File: src/rtl/fixed_pow2_share_ctrl.sv
// Round-robin front end that time-shares one fixed_two_int_power unit among
// NUM_REQ requesters, tagging each issue so results return to their owner.
module fixed_pow2_share_ctrl #(
    parameter int                BITS      = 8,
    parameter logic [8*16-1:0]   PRECISION = "FIXED_4_4",
    parameter int                NUM_REQ   = 4,
    parameter int                LATENCY   = 1
) (
    input  logic                      clk,
    input  logic                      rst,
    input  logic [NUM_REQ-1:0]        req_valid,
    input  logic [NUM_REQ*BITS-1:0]   req_a,
    output logic [NUM_REQ-1:0]        req_ready,
    output logic                      unit_in_valid,
    output logic [BITS-1:0]           unit_a,
    input  logic                      unit_out_valid,
    input  logic [BITS-1:0]           unit_c,
    output logic [NUM_REQ-1:0]        resp_valid,
    output logic [NUM_REQ*BITS-1:0]   resp_c,
    output logic [NUM_REQ-1:0]        resp_ovf,
    input  logic [NUM_REQ-1:0]        resp_ready,
    output logic                      err
);

    function automatic int digit_of(input logic [7:0] ch);
        if (ch >= 8'd48 && ch <= 8'd57) return int'(ch) - 48;
        return 0;
    endfunction

    // Fraction width comes from the last two characters of the format name.
    function automatic int frac_of(input logic [15:0] s);
        return digit_of(s[15:8]) * 10 + digit_of(s[7:0]);
    endfunction

    localparam int FRACTION = frac_of(PRECISION[15:0]);
    localparam int IW       = BITS - FRACTION;
    localparam int IDW      = (NUM_REQ > 1) ? $clog2(NUM_REQ) : 1;

    // The integer field is read unsigned, so every negative operand overflows.
    function automatic logic ovf_of(input logic signed [BITS-1:0] a);
        logic [IW-1:0] k;
        k = a[BITS-1:FRACTION];
        return int'(k) >= (IW - 1);
    endfunction

    typedef struct packed {
        logic           vld;
        logic [IDW-1:0] id;
        logic           ovf;
    } tag_t;

    logic [IDW-1:0]           ptr;
    logic [NUM_REQ-1:0]       busy;
    logic [NUM_REQ-1:0]       elig;
    logic [NUM_REQ-1:0]       grant;
    logic [IDW-1:0]           grant_id;
    logic                     grant_any;
    logic [IDW-1:0]           ptr_next;
    logic signed [BITS-1:0]   sel_a;
    tag_t                     tag_p0;
    tag_t                     tag_p1 [LATENCY];
    tag_t                     head;
    logic                     retire;
    int                       idx;

    always_comb begin
        elig      = req_valid & ~busy;
        grant     = '0;
        grant_id  = '0;
        grant_any = 1'b0;
        idx       = 0;
        for (int off = 0; off < NUM_REQ; off++) begin
            idx = int'(ptr) + off;
            if (idx >= NUM_REQ) idx = idx - NUM_REQ;
            if (!grant_any && elig[idx]) begin
                grant[idx] = 1'b1;
                grant_id   = IDW'(idx);
                grant_any  = 1'b1;
            end
        end
        if (rst) begin
            grant     = '0;
            grant_any = 1'b0;
        end
    end

    assign req_ready = grant;
    assign sel_a     = req_a[int'(grant_id)*BITS +: BITS];
    assign ptr_next  = (grant_id == IDW'(NUM_REQ - 1)) ? '0 : grant_id + IDW'(1);
    assign head      = tag_p1[LATENCY-1];
    assign retire    = unit_out_valid && head.vld;

    // p0: issue register toward the shared unit, tag travels alongside
    always_ff @(posedge clk) begin
        if (rst) begin
            ptr           <= '0;
            busy          <= '0;
            unit_in_valid <= 1'b0;
            unit_a        <= '0;
            tag_p0        <= '0;
        end else begin
            if (grant_any) begin
                ptr    <= ptr_next;
                unit_a <= sel_a;
            end
            busy          <= (busy | grant) & ~(resp_valid & resp_ready);
            unit_in_valid <= grant_any;
            tag_p0.vld    <= grant_any;
            tag_p0.id     <= grant_id;
            tag_p0.ovf    <= ovf_of(sel_a);
        end
    end

    // p1: tag delay matching the unit latency
    always_ff @(posedge clk) begin
        if (rst) begin
            for (int i = 0; i < LATENCY; i++) tag_p1[i] <= '0;
        end else begin
            tag_p1[0] <= tag_p0;
            for (int i = 1; i < LATENCY; i++) tag_p1[i] <= tag_p1[i-1];
        end
    end

    // p2: retire into per-requester result buffers; strobe/tag mismatch is sticky
    always_ff @(posedge clk) begin
        if (rst) begin
            resp_valid <= '0;
            resp_c     <= '0;
            resp_ovf   <= '0;
            err        <= 1'b0;
        end else begin
            if (unit_out_valid != head.vld) err <= 1'b1;
            for (int i = 0; i < NUM_REQ; i++) begin
                if (retire && head.id == IDW'(i)) begin
                    resp_valid[i]          <= 1'b1;
                    resp_c[i*BITS +: BITS] <= unit_c;
                    resp_ovf[i]            <= head.ovf;
                end else if (resp_ready[i]) begin
                    resp_valid[i] <= 1'b0;
                end
            end
        end
    end

endmodule
File: config.mk
export PLATFORM = sky130hd
export DESIGN_NAME = fixed_pow2_share_ctrl
export DESIGN_NICKNAME = d
export VERILOG_FILES = /design/src/rtl/fixed_pow2_share_ctrl.sv
export SDC_FILE = /design/constraint.sdc
export NUM_CORES = 1
export LEC_CHECK = 0
export CAP_MARGIN = 15
export CORE_ASPECT_RATIO = 0.75
export CORE_MARGIN = 2
export CORE_UTILIZATION = 45
export DETAILED_ROUTE_END_ITERATION = 8
export PLACE_DENSITY_LB_ADDON = 0.15
export SLEW_MARGIN = 10
export SYNTH_ARGS = -nofsm -noshare
export SYNTH_HDL_FRONTEND = slang
export SYNTH_SLANG_ARGS = --single-unit
File: constraint.sdc
create_clock -name clk -period 2.95 [get_ports clk]
set_input_delay 0.59 -clock clk [delete_from_list [all_inputs] [get_ports clk]]
set_output_delay 0.59 -clock clk [all_outputs]
set_load 0.02 [all_outputs]
==> results.txt <==
----------------------------------------------------
[Status]
  Run status ... complete, no violations

[Synthesis]
  Cell count after synthesis ... 321
  Proportion of netlist area held by the largest area contributor ... 42.73%
  FF+latch count, synth ... 63
  Most instantiated library cell after synthesis ... sky130_fd_sc_hd__dfxtp_1
  Distinct cell type count of the synthesized netlist ... 40
  Largest area contributor in the netlist ... sky130_fd_sc_hd__dfxtp_1
  Synth top area cells ... sky130_fd_sc_hd__dfxtp_1 (43%), sky130_fd_sc_hd__mux2i_1 (15%), sky130_fd_sc_hd__nand2_1 (5.6%), sky130_fd_sc_hd__a21oi_1 (5.3%), sky130_fd_sc_hd__ha_1 (4.2%)
  Sequential area share after synthesis ... 42.73%
  Net count after synthesis ... 382
  Async set-or-reset flop fraction in the synthesized netlist ... 0%
  Predominant post-synthesis flop cell ... sky130_fd_sc_hd__dfxtp_1
  Mapped cell area ... 2952 um^2
  Average footprint of a synthesized cell ... 9.195 um^2
  Number of enable-type register cells in the synthesized netlist ... 0
  Yosys synthesis warning count ... 0
  Most frequent cells after synthesis ... sky130_fd_sc_hd__dfxtp_1 (63), sky130_fd_sc_hd__mux2i_1 (45), sky130_fd_sc_hd__nand2_1 (44), sky130_fd_sc_hd__a21oi_1 (31), sky130_fd_sc_hd__nor2_1 (28)

[GRT]
  Via count of the first global-routing pass ... 2794
  Global-route wire length before repair ... 13150 um
  Number of antenna violations at the first check in global routing ... 0
  Maximum number of pins on one net before global-route repair ... 54
  Grt ovf ... 0
  Global routing usage summed across all routing layers ... 22.85%

[Detailed routing]
  Detail-routed net length per standard cell ... 15.59 um
  Count of TritonRoute iterations in the first routing pass ... 4
  Via count ... 2876
  Antenna viol nets, final ... 0
  Via density per instance ... 5.346
  Final routed DRC violation total ... 0
  Wire length after detailed routing ... 8385 um
  Iter 0 DRT Violations ... 111

[Power]
  Switching power ... 1.366 mW
  Part of the total power dissipated in the clock network ... 23.8%
  Pwr Density ... 864.5 nW/um^2
  Sequential fraction of design power ... 27.2%
  Internal power summed over all cells ... 2.602 mW
  Leakage Power ... 1.870 nW
  Proportion of power drawn by combinational gates ... 49.1%
  Peak supply drop ... 0.3897 mV
  Switching fraction of total power ... 34.42%

[Clock tree]
  Maximum buffer depth of the clock tree ... 2
  Clock buffer count from CTS ... 9
  Total number of H-tree levels ... 3
  Clock Pin Slew Worst Setup and Hold Paths ... 0.07 ns
  Insertion delay to the later sink of the worst-skew pair ... 0.34 ns
  Clock tree from TritonCTS ... done
  Clock sink count ... 63
  Clock Root Buffer ... sky130_fd_sc_hd__clkbuf_8

[Floorplan]
  Initial Utilization ... 46.71%
  Die Area ... 7229 um^2
  Area of the core ... 6319 um^2
  Row count ... 25
  Die outline width ... 97.52 um
  Number of top-level pins ... 105
  Die Y-Extent ... 74.14 um

[Place]
  Port bufs ... 104
  Last weighted congestion value of the routability-driven placer ... 0.9409
  Placed cell count ... 516
  Final HPWL DP ... 6027 um

[STA]
  Fin crit share ... 99.59%
  Highest clock frequency the design can meet ... 0.3404 GHz
  Tightest Pin Transition ... 0.9737 ns
  Final number of hold-violating endpoints ... 0
  Clock tree skew after final layout ... 0.005098 ns
  Final number of setup-violating endpoints ... 0
  Total count of max-transition violations in the final report ... 0
  RSZ-0062 raised after global routing ... true
  Normalized max-slew margin ... 34.59%
  Worst Hold Margin ... 0.4377 ns
  Min cycle time layout ... 2.938 ns

[Critical path]
  Logic depth of the worst setup path including buffers ... 10
  Critical Path Start Type ... flip-flop
  Worst-path maximum fanout ... 6
  Crit path arrival time ... 2.35 ns
  Crit Path Class ... flip-flop to output port
  Worst reg2reg path depth ... 12
  Buffer and inverter count on the worst path ... 3
  Type of element capturing the critical path ... output port
  Largest delay share family, worst path ... compound AO/OA/AOI/OAI gates
  Series of cell instances along the critical path ... inv_2 > ha_4 > buf_6 > mux2i_2 > a211oi_2 > a21oi_2 > o21ai_1 > a221o_2 > nor2b_1 > buf_4
  Crit-path slowest cell ... sky130_fd_sc_hd__dfxtp_2
  Max stage delay on crit path ... 0.34 ns
  Required @ worst endpoint ... 2.36 ns

[Finish]
  Count of placed standard cells in the final layout, fillers left out ... 538
  Final nets ... 513
  Filler instances ... 487
  Layout cells sized above 1 ... 17.94%
  Layout area overhead ... 55.49%
  Ant. Diodes ... 0

[Min path]
  Worst hold path class ... flip-flop to flip-flop
  Worst hold path stage count ... 1

[Run]
  Count of maximum capacitance violations ... 0

----------------------------------------------------
power groups by stage:
stage | Combinational [mW] | Sequential, mW | Clock (mW)
6_report | 1.95 | 1.08 | 0.943
5_1_grt | 2.08 | 1.10 | 0.994
4_1_cts | 1.78 | 1.08 | 0.955
3_5_place_dp | 1.71 | 1.09 | 0
3_3_place_gp | 1.68 | 1.09 | 0
2_1_floorplan | 0.972 | 1.18 | 0
placed cells by master, fill, tap and decap left out, drive strengths merged, types with 3 or more instances in the layout:
cell type      instances
a22o                   8
nand2                 44
a21oi                 31
clkdlybuf4s50         95
o21ai                  7
bufinv                 3
mux2i                 45
nand3                  7
dfxtp                 63
inv                    8
nor2                  29
a211oi                 3
nor3                   6
ha                    10
o21a                   4
clkbuf                10
dlygate4sd2            4
nor2b                 13
a221o                  4
buf                   36
nand2b                 8
final cells by class:
cell class / instances / area, um^2 / share of cell area [%]
well taps: 81 / 101.3 / 2.208
flip-flops and latches: 63 / 1264 / 27.54
repair buffers: 135 / 1266 / 27.59
multi-input cells: 236 / 1678 / 36.56
clock buffers: 10 / 137.6 / 2.999
inverters: 7 / 26.28 / 0.5725
clock inverters: 6 / 116.4 / 2.535
what timing repair did:
action / 4_1_cts / 5_1_grt
buffers inserted: 1 / 5
resized for setup: 34 / 17
hold buffers: 0 / 0
endpoints found under the setup margin: 4 / 8
pin swaps: 0 / 4
endpoints found under the hold margin: 0 / 0
final timing paths:
kind | start | endpoint | slack (ns)
hold reg to reg | tag_p0[2] | tag_p1[0][2] | 0.44
hold / removal | tag_p0[2] | tag_p1[0][2] | 0.44
setup reg to reg | ptr[0] | unit_a[2] | 0.36
setup / recovery | ptr[0] | req_ready[3] | 0.01
flip-flops by register name, indices dropped and copies added, names as in the netlist:
register and cells:
resp_ovf 4, unit_a 8, resp_c 32, ptr 2, err 1, resp_valid 4, tag_p0 4, busy 4
tag_p1 4
worst register-to-register path, stage by stage (launching register included):
cell and delay (ns):
sky130_fd_sc_hd__dfxtp_2 0.33, sky130_fd_sc_hd__inv_2 0.07, sky130_fd_sc_hd__buf_4 0.18, sky130_fd_sc_hd__mux4_2 0.57, sky130_fd_sc_hd__buf_6 0.16, sky130_fd_sc_hd__buf_4 0.14
sky130_fd_sc_hd__nor2b_2 0.11, sky130_fd_sc_hd__nor3_1 0.06, sky130_fd_sc_hd__buf_4 0.14, sky130_fd_sc_hd__nor2_2 0.16, sky130_fd_sc_hd__buf_4 0.21, sky130_fd_sc_hd__mux2i_1 0.25
sky130_fd_sc_hd__a22o_1 0.16
metal layers:
layer  track usage (%)  up-vias  part of all wire (%)
met5                 0        -                     0
met4             6.790        0                   1.3
met3             7.613       14                   7.5
met2             37.78      122                    47
met1             29.08     1351                    44
li1                  -     1389                     -
kinds of logic (layout without fill, tap and decap cells):
group | after synthesis | in the layout | share of synthesized area (%)
buffers and inverters | 22 | 158 | 3.391
DFF | 63 | 63 | 42.73
AOI/OAI and AO/OA | 65 | 65 | 14.71
adders and majority gates | 10 | 10 | 4.239
muxes | 47 | 47 | 16.91
and+or+nand+nor | 114 | 114 | 18.02
stage by stage:
step / setup slack (ns) / util, % / cell area (um^2) / total power [mW] / setup TNS (ns)
finish: 0.01223 / 72.63 / 4589 / 3.968 / 0
global placement: -0.5512 / 66.77 / 4219 / 2.765 / -3.024
detailed placement: -0.6405 / 66.77 / 4219 / 2.801 / -3.834
floorplan: 0.02666 / - / 2952 / 2.149 / 0
global route: -0.06015 / 72.63 / 4589 / 4.173 / -0.2216
CTS: 0.02167 / 71.19 / 4498 / 3.812 / 0
Power figures use the tool's default switching activity.
